### config.mk
export PLATFORM = sky130hd
export DESIGN_NAME = arbiter_auto_player
export DESIGN_NICKNAME = d
export VERILOG_FILES = /design/src/rtl/arb_player_pkg.sv /design/src/rtl/arb_player_lfsr.sv /design/src/rtl/arbiter_auto_player.sv
export SDC_FILE = /design/constraint.sdc
export NUM_CORES = 1
export LEC_CHECK = 0
export ABC_AREA = 1
export CAP_MARGIN = 20
export CORE_UTILIZATION = 30
export CTS_CLUSTER_SIZE = 16
export DETAILED_ROUTE_END_ITERATION = 16
export PLACE_DENSITY = 0.51
export SLEW_MARGIN = 25
export SYNTH_ARGS = -nofsm -noshare
export SYNTH_HDL_FRONTEND = slang
export SYNTH_HIERARCHICAL = 1
export SYNTH_SLANG_ARGS = --single-unit
### constraint.sdc
create_clock -name clk -period 1.7 [get_ports clk]
set_clock_uncertainty 0.1 [all_clocks]
set_input_delay 0.17 -clock clk [delete_from_list [all_inputs] [get_ports clk]]
set_output_delay 0.17 -clock clk [all_outputs]
set_load 0.01 [all_outputs]
### src/rtl/arb_player_pkg.sv
// Shared types and helpers for arbiter_auto_player.
// Optional build macro: ARB_PLAYER_FIXED_DELAY_EN (fixed reaction delay, no LFSR).
package arb_player_pkg;

  typedef enum logic [2:0] {
    IDLE,
    WAIT,
    REQ,
    HOLD,
    RELEASE
  } state_t;

  localparam logic [7:0]  LFSR_TAPS = 8'hB8;
  localparam int unsigned CNT_W     = 4;

  function automatic logic [CNT_W-1:0] sat_inc(input logic [CNT_W-1:0] v);
    return (v == '1) ? v : v + 1'b1;
  endfunction

endpackage

### src/rtl/arb_player_lfsr.sv
// 8-bit right-shifting Galois LFSR (x^8+x^6+x^5+x^4+1) with load-on-reset seed.
// Not used when ARB_PLAYER_FIXED_DELAY_EN is defined.
module arb_player_lfsr
  import arb_player_pkg::*;
#(
  parameter logic [7:0] SEED = 8'hA5
) (
  input  logic       clk,
  input  logic       rst_n,
  input  logic       en,
  output logic [7:0] lfsr
);

  always_ff @(posedge clk or negedge rst_n) begin
    if (!rst_n) begin
      lfsr <= SEED;
    end else if (en) begin
      lfsr <= {1'b0, lfsr[7:1]} ^ (lfsr[0] ? LFSR_TAPS : '0);
    end
  end

endmodule

### src/rtl/arbiter_auto_player.sv
// Automatic requester for one arbiter req input: delayed request, hold, back-off, tallies.
// Build macro ARB_PLAYER_FIXED_DELAY_EN: use FIXED_DELAY instead of the LFSR delay.
module arbiter_auto_player
  import arb_player_pkg::*;
#(
  parameter logic [7:0]  LFSR_SEED   = 8'hA5,
  parameter int unsigned HOLD_CYCLES = 16,
  parameter int unsigned TIMEOUT     = 255,
  parameter logic [7:0]  FIXED_DELAY = 8'd20
) (
  input  logic             clk,
  input  logic             rst_in_n,
  input  logic             start_in,
  input  logic             grant_in,
  input  logic             other_grant_in,
  output logic             req_out,
  output logic             busy_out,
  output logic [CNT_W-1:0] win_cnt_out,
  output logic [CNT_W-1:0] loss_cnt_out
);

  localparam logic [7:0] HOLD_LAST    = 8'(HOLD_CYCLES - 1);
  localparam logic [7:0] TIMEOUT_LAST = 8'(TIMEOUT - 1);

  state_t     state;
  logic [7:0] cnt;
  logic [7:0] delay;

`ifdef ARB_PLAYER_FIXED_DELAY_EN
  always_comb delay = FIXED_DELAY;
`else
  logic [7:0] lfsr;

  arb_player_lfsr #(.SEED(LFSR_SEED)) u_lfsr (
    .clk  (clk),
    .rst_n(rst_in_n),
    .en   (1'b1),
    .lfsr (lfsr)
  );

  // Fallback only matters for an illegal zero seed; keeps D non-zero regardless.
  always_comb delay = (lfsr != '0) ? lfsr : FIXED_DELAY;
`endif

  // cnt is shared: counts down in WAIT, up from 0 in REQ (timeout) and HOLD.
  always_ff @(posedge clk or negedge rst_in_n) begin
    if (!rst_in_n) begin
      state        <= IDLE;
      cnt          <= '0;
      req_out      <= 1'b0;
      busy_out     <= 1'b0;
      win_cnt_out  <= '0;
      loss_cnt_out <= '0;
    end else begin
      case (state)
        IDLE: begin
          if (start_in) begin
            state    <= WAIT;
            cnt      <= delay;
            busy_out <= 1'b1;
          end
        end
        WAIT: begin
          if (other_grant_in) begin
            state        <= RELEASE;
            loss_cnt_out <= sat_inc(loss_cnt_out);
          end else if (cnt == 8'd1) begin
            state   <= REQ;
            cnt     <= '0;
            req_out <= 1'b1;
          end else begin
            cnt <= cnt - 1'b1;
          end
        end
        REQ: begin
          if (grant_in) begin
            state       <= HOLD;
            cnt         <= '0;
            win_cnt_out <= sat_inc(win_cnt_out);
          end else if (other_grant_in || cnt == TIMEOUT_LAST) begin
            state        <= RELEASE;
            req_out      <= 1'b0;
            loss_cnt_out <= sat_inc(loss_cnt_out);
          end else begin
            cnt <= cnt + 1'b1;
          end
        end
        HOLD: begin
          if (cnt == HOLD_LAST) begin
            state   <= RELEASE;
            req_out <= 1'b0;
          end else begin
            cnt <= cnt + 1'b1;
          end
        end
        RELEASE: begin
          if (!grant_in && !other_grant_in) begin
            state    <= IDLE;
            busy_out <= 1'b0;
          end
        end
        default: begin
          state    <= IDLE;
          req_out  <= 1'b0;
          busy_out <= 1'b0;
        end
      endcase
    end
  end

endmodule

After elaboration in Yosys (flattened, before gate mapping)

Cells that the tools add are included.

Flip-flop bits (word level): 29

Add/subtract/negate cells: 4
Equality and inequality tests: 21
Multiplexer cells: 31
Bitwise logic cells: 4
Reductions and logical operators: 16

Operators by type and width:

| cell                  | count |
|---|---|
| $mux W8               | 8 |
| $pmux W8 S4           | 1 |
| $mux W3               | 7 |
| $ne A2 B2 Y1 const B  | 9 |
| $mux W4               | 4 |
| $pmux W3 S5           | 1 |
| $reduce_and A5 Y1     | 2 |
| $ne A3 B3 Y1 const B  | 3 |
| $add A4 B1 Y4 const B | 2 |
| $add A8 B1 Y8 const B | 1 |
| $eq A4 B4 Y1 const B  | 2 |
| $eq A8 B1 Y1 const B  | 1 |
| $eq A8 B4 Y1 const B  | 1 |
| $eq A8 B8 Y1 const B  | 1 |
| $pmux W4 S2           | 1 |
| $reduce_bool A8 Y1    | 1 |
| $sub A8 B1 Y8 const B | 1 |
| $xor A7 B8 Y8         | 1 |
| $mux W1               | 7 |
| $eq A3 B2 Y1 const B  | 2 |
| $reduce_and A3 Y1     | 2 |
| $reduce_and A6 Y1     | 1 |
| $pmux W1 S4           | 1 |
| $reduce_and A4 Y1     | 1 |
| 12 further kinds      | 15 |

Logic depth before layout (Yosys ltp)

Depth after elaboration: 5
Mapped depth: 12
Gate-level depth less buffers: 11

Hierarchy

Netlist, hierarchy kept.

By module, submodules not included:

| module              | instances | cells each | area an instance (um^2) |
|---|---|---|---|
| arbiter_auto_player | 1         | 246        | 1626.6 |
| arb_player_lfsr     | 1         | 41         | 346.6 |

Worst setup path before layout

OpenSTA, ideal clock, no wires.

Path kind: reg2reg
Start point: reg cnt[0]
End point: reg cnt[2]
Setup time: 0.116 ns
Arrival: 1.305 ns
Data required time: 1.484 ns
Path slack: 0.179 ns
Cell stages (with the launch flop): 13
Path buffers: 1
Clock period less this slack: 1.521 ns
Cells stage by stage: dfrtp_1 inv_1 ha_1 inv_1 nor2_1 nand2_1 nand2_1 nand2_1 nand3_1 buf_6 nor2_1 nand2_1 nand2_1

Word-level cells in the longest chain between the ends: 4
Elaborated cells between the ends (all ways): 15
Classes of those cells: 2 x add/sub; 5 x eq/ne; 6 x mux; 2 x reduce/logical

RTL lines:

| element                                          | RTL line                                             | text |
|---|---|---|
| start, declared                                  | arbiter_auto_player.sv:26                            | `logic [7:0] cnt;` |
| start signal, assigned                           | arbiter_auto_player.sv:59                            | `cnt <= delay;` |
| start signal, assigned                           | arbiter_auto_player.sv:72                            | `cnt <= cnt - 1'b1;` |
| start signal, assigned                           | arbiter_auto_player.sv:85                            | `cnt <= cnt + 1'b1;` |
| $add A8 B1 Y8, or another cell as far along      | arbiter_auto_player.sv:85, arbiter_auto_player.sv:93 |  |
| $mux W8, or another cell as far along            | arbiter_auto_player.sv:80                            | `end else if (other_grant_in \|\| cnt == TIMEOUT_LAST) begin` |
| $mux W8, or another cell as far along            | arbiter_auto_player.sv:76                            | `if (grant_in) begin` |
| $pmux W8 S4 or $reduce_and A5 Y1 (tied branches) | n/a                                                  |  |

Parallel ways exist; a longest one is shown, timed or not. The select of a mux whose other input is x is not followed.
A chain may end at the register's enable or synchronous reset.

Final worst setup path

Start point: reg cnt[0]
End point: reg cnt[4]

The elaborated chain is that of the path after synthesis.

==> flow_summary_export.csv <==
group,metric,value,unit
outcome,status,"complete, no violations",
setup_path,regToRegStartpoint,"cnt[0]$_DFFE_PN0P_",
setup_path,cp_max_fo,5,
power_and_ir_drop,power.total,4.30,mW
setup_path,criticalPathCategory,"flip-flop to flip-flop",
floorplan,die_h,83.1,um
floorplan,start_util,31.1,%
drt,routed_wl,4800,um
layout,nFillCells,673,
layout,final_common_cell,"nand2_1",
placement,place_area,2340,um^2
layout,post_layout_nonfiller_instances,408,
yosys,ys_seq_elements,29,
placement,dpl.hpwl,3560,um
drt,avgViaCountPerCell,4.55,
yosys,synth_top_family_by_area,"simple AND/OR/NAND/NOR gates",
yosys,syn_nets,298,
yosys,yosysWarningCount,6,
layout,final_area,2490,um^2
setup_path,critPathLaunchType,"flip-flop",
yosys,synth_xor_area_share,3.11,%
floorplan,core_area,6350,um^2
power_and_ir_drop,worst_ir_drop_vdd,0.764,mV
drt,dr.pass1.iters,4,
clock_network,cts_sinks,29,
floorplan,die-area,6910,um^2
timing,min_period,1.60,ns
layout,diodes,0,
worst_hold_path,hold_class,"primary input to async pin",
timing,hold_slack,0.176,ns
timing,maxSlewViolCount,0,
clock_network,clk_pin_slew,0.07,ns
global_route,gr-total-overflow,0,
setup_path,cp.arrival,1.67,ns
clock_network,cts_buffers,5,
setup_path,rr_endpoint,"cnt[4]$_DFFE_PN0P_",
clock_network,cts_tree,"built",
drt,ant_nets,0,
drt,drtIter0Drc,74,
setup_path,r2r_cells,12,
yosys,synth_area,1970,um^2
timing,setup_tns,0,ns
timing,finalWorstSetupSlack,0.103,ns
yosys,synth_compound_gate_area_share,8.88,%
timing,finalCritPeriodShare,93.9,%
clock_network,h-tree-depth,2,
yosys,ys_types,30,
global_route,grt_max_degree,30,
clock_network,cts_max_path_buffers,2,
power_and_ir_drop,power_density,1730,nW/um^2
global_route,grtUsageTotal,14.3,%
yosys,synthAdderAreaFrac,3.80,%
layout,final_nets,341,
global_route,grt_pass1_wl,7940,um
setup_path,worst-endpoint-required,1.78,ns
drt,wl_per_cell,11.8,um
yosys,synth_mux_area_share,0,%
placement,io_buffers,14,
placement,place_ws,0.0275,ns
drt,dr_total_vias,1855,
placement,dp.cells,397,
clock_network,cts-hold-fix-buffers,0,
power_and_ir_drop,p_leak,1.22,nW
timing,hold_viol_final,0,
timing,setup_viol,0,
yosys,synth_cells,287,
run,cap_violations,0,
yosys,syn_avg_cell_area,6.88,um^2
placement,gp_congestion,0.809,
clock_network,clockRootBuffer,"clkbuf_8",
yosys,synthSimpleGateAreaFrac,38.1,%
floorplan,io_pins,15,
drt,post-route-drc-count,0,
global_route,antenna_found_initial,0,
yosys,ys_seq_area_share,37.0,%
layout,layout_common_cells,"95 x nand2_1, 30 x nand3_1, 27 x nor2_1",
setup_path,cp-end-kind,"flip-flop",
timing,max_freq,0.626,GHz
layout,area_growth,26.4,%
setup_path,r2r_slack,0.10,ns
floorplan,dieWidth,83.1,um
layout,layout-drive-gt1-share,21.1,%
clock_network,insertion_delay,0.28,ns
global_route,grt_pass1_vias,1713,
floorplan,placementRows,29,
layout,final_util,39.3,%
[worst max-delay path, cell delays in order (launching register included)]
cell     delay [ns]
dfrtp_1        0.43
inv_2          0.08
ha_2           0.17
inv_2          0.04
nor2_4         0.07
nand2_2        0.07
nand2_1        0.08
nand2_1        0.06
nand3_2        0.11
buf_6          0.14
nor2_1         0.04
nand2_1        0.05
nand2_1        0.05
[logic make-up after synthesis]
logic type | after synthesis
AND/OR/NAND/NOR | 178
buffers and inverters | 38
flip-flops | 29
AO/OA/AOI/OAI | 28
XOR/XNOR | 7
adder cells (fa/ha/maj) | 6
other | 1
[worst max-delay path by stage]
stage	cells past startpoint	endpoint	start
6_report	12	cnt[4]$_DFFE_PN0P_	cnt[0]$_DFFE_PN0P_
3_5_place_dp	8	cnt[4]$_DFFE_PN0P_	grant_in
5_1_grt	12	cnt[2]$_DFFE_PN0P_	cnt[0]$_DFFE_PN0P_
4_1_cts	10	cnt[3]$_DFFE_PN0P_	cnt[1]$_DFFE_PN0P_
3_3_place_gp	7	state[0]$_DFFE_PN0P_	grant_in
2_1_floorplan	12	cnt[2]$_DFFE_PN0P_	cnt[0]$_DFFE_PN0P_
[cells in the mapped netlist (all sizes together)]
cell	n	share of area [%]
a211o	1	0.44
dfrtp	25	32
ha	6	3.8
nand3	33	8.6
a31oi	1	1.1
a21oi	5	1.5
o211a	1	0.51
nor3	3	0.76
dfstp	4	5.3
o211ai	1	0.38
nand3b	1	0.38
xor2	4	1.8
inv	33	6.4
xnor2	3	1.3
o21ai	19	5.0
buf	5	2.5
nand2	100	19
nor2	37	7.7
nand4	4	1.3
conb	1	0.19
[area by class of cell]
class,instances,area (um^2),share of cell area [%]
Clock buffer,6,72.6,2.91
Clock inverter,2,10.0,0.401
Inverter,33,126,5.07
Multi-Input combinational cell,220,1110,44.5
Sequential cell,29,732,29.4
Tap cell,77,96.3,3.86
Timing Repair Buffer,41,347,13.9
[flip-flops by register name, indices dropped and copies added (netlist names)]
register and flops:
state 3, u_lfsr/lfsr 8, cnt 8, busy_out 1, req_out 1, loss_cnt_out 4, win_cnt_out 4
[layer usage]
metal	track usage [%]	vias to the layer above	routed length (um)
met4	5.64	0	37
met2	23.4	20	2280
li1	-	994	-
met1	18.5	837	2370
met3	2.98	4	115
met5	0	-	0
[power breakdown]
| group | internal, mW | switching [mW] | total, mW | leakage (nW) |
|---|---|---|---|---|
| sequential | 0.986 | 0.350 | 1.34 | 0.358 |
| combinational | 1.05 | 1.34 | 2.40 | 0.820 |
| clock | 0.283 | 0.286 | 0.570 | 0.0450 |
[repair_timing]
item                                    in CTS  in global routing
endpoints found under the setup margin       0                 16
endpoints found under the hold margin        0                  0
setup buffers                                0                  2
gates resized for setup                      0                 22
Power figures use the tool's default switching activity.
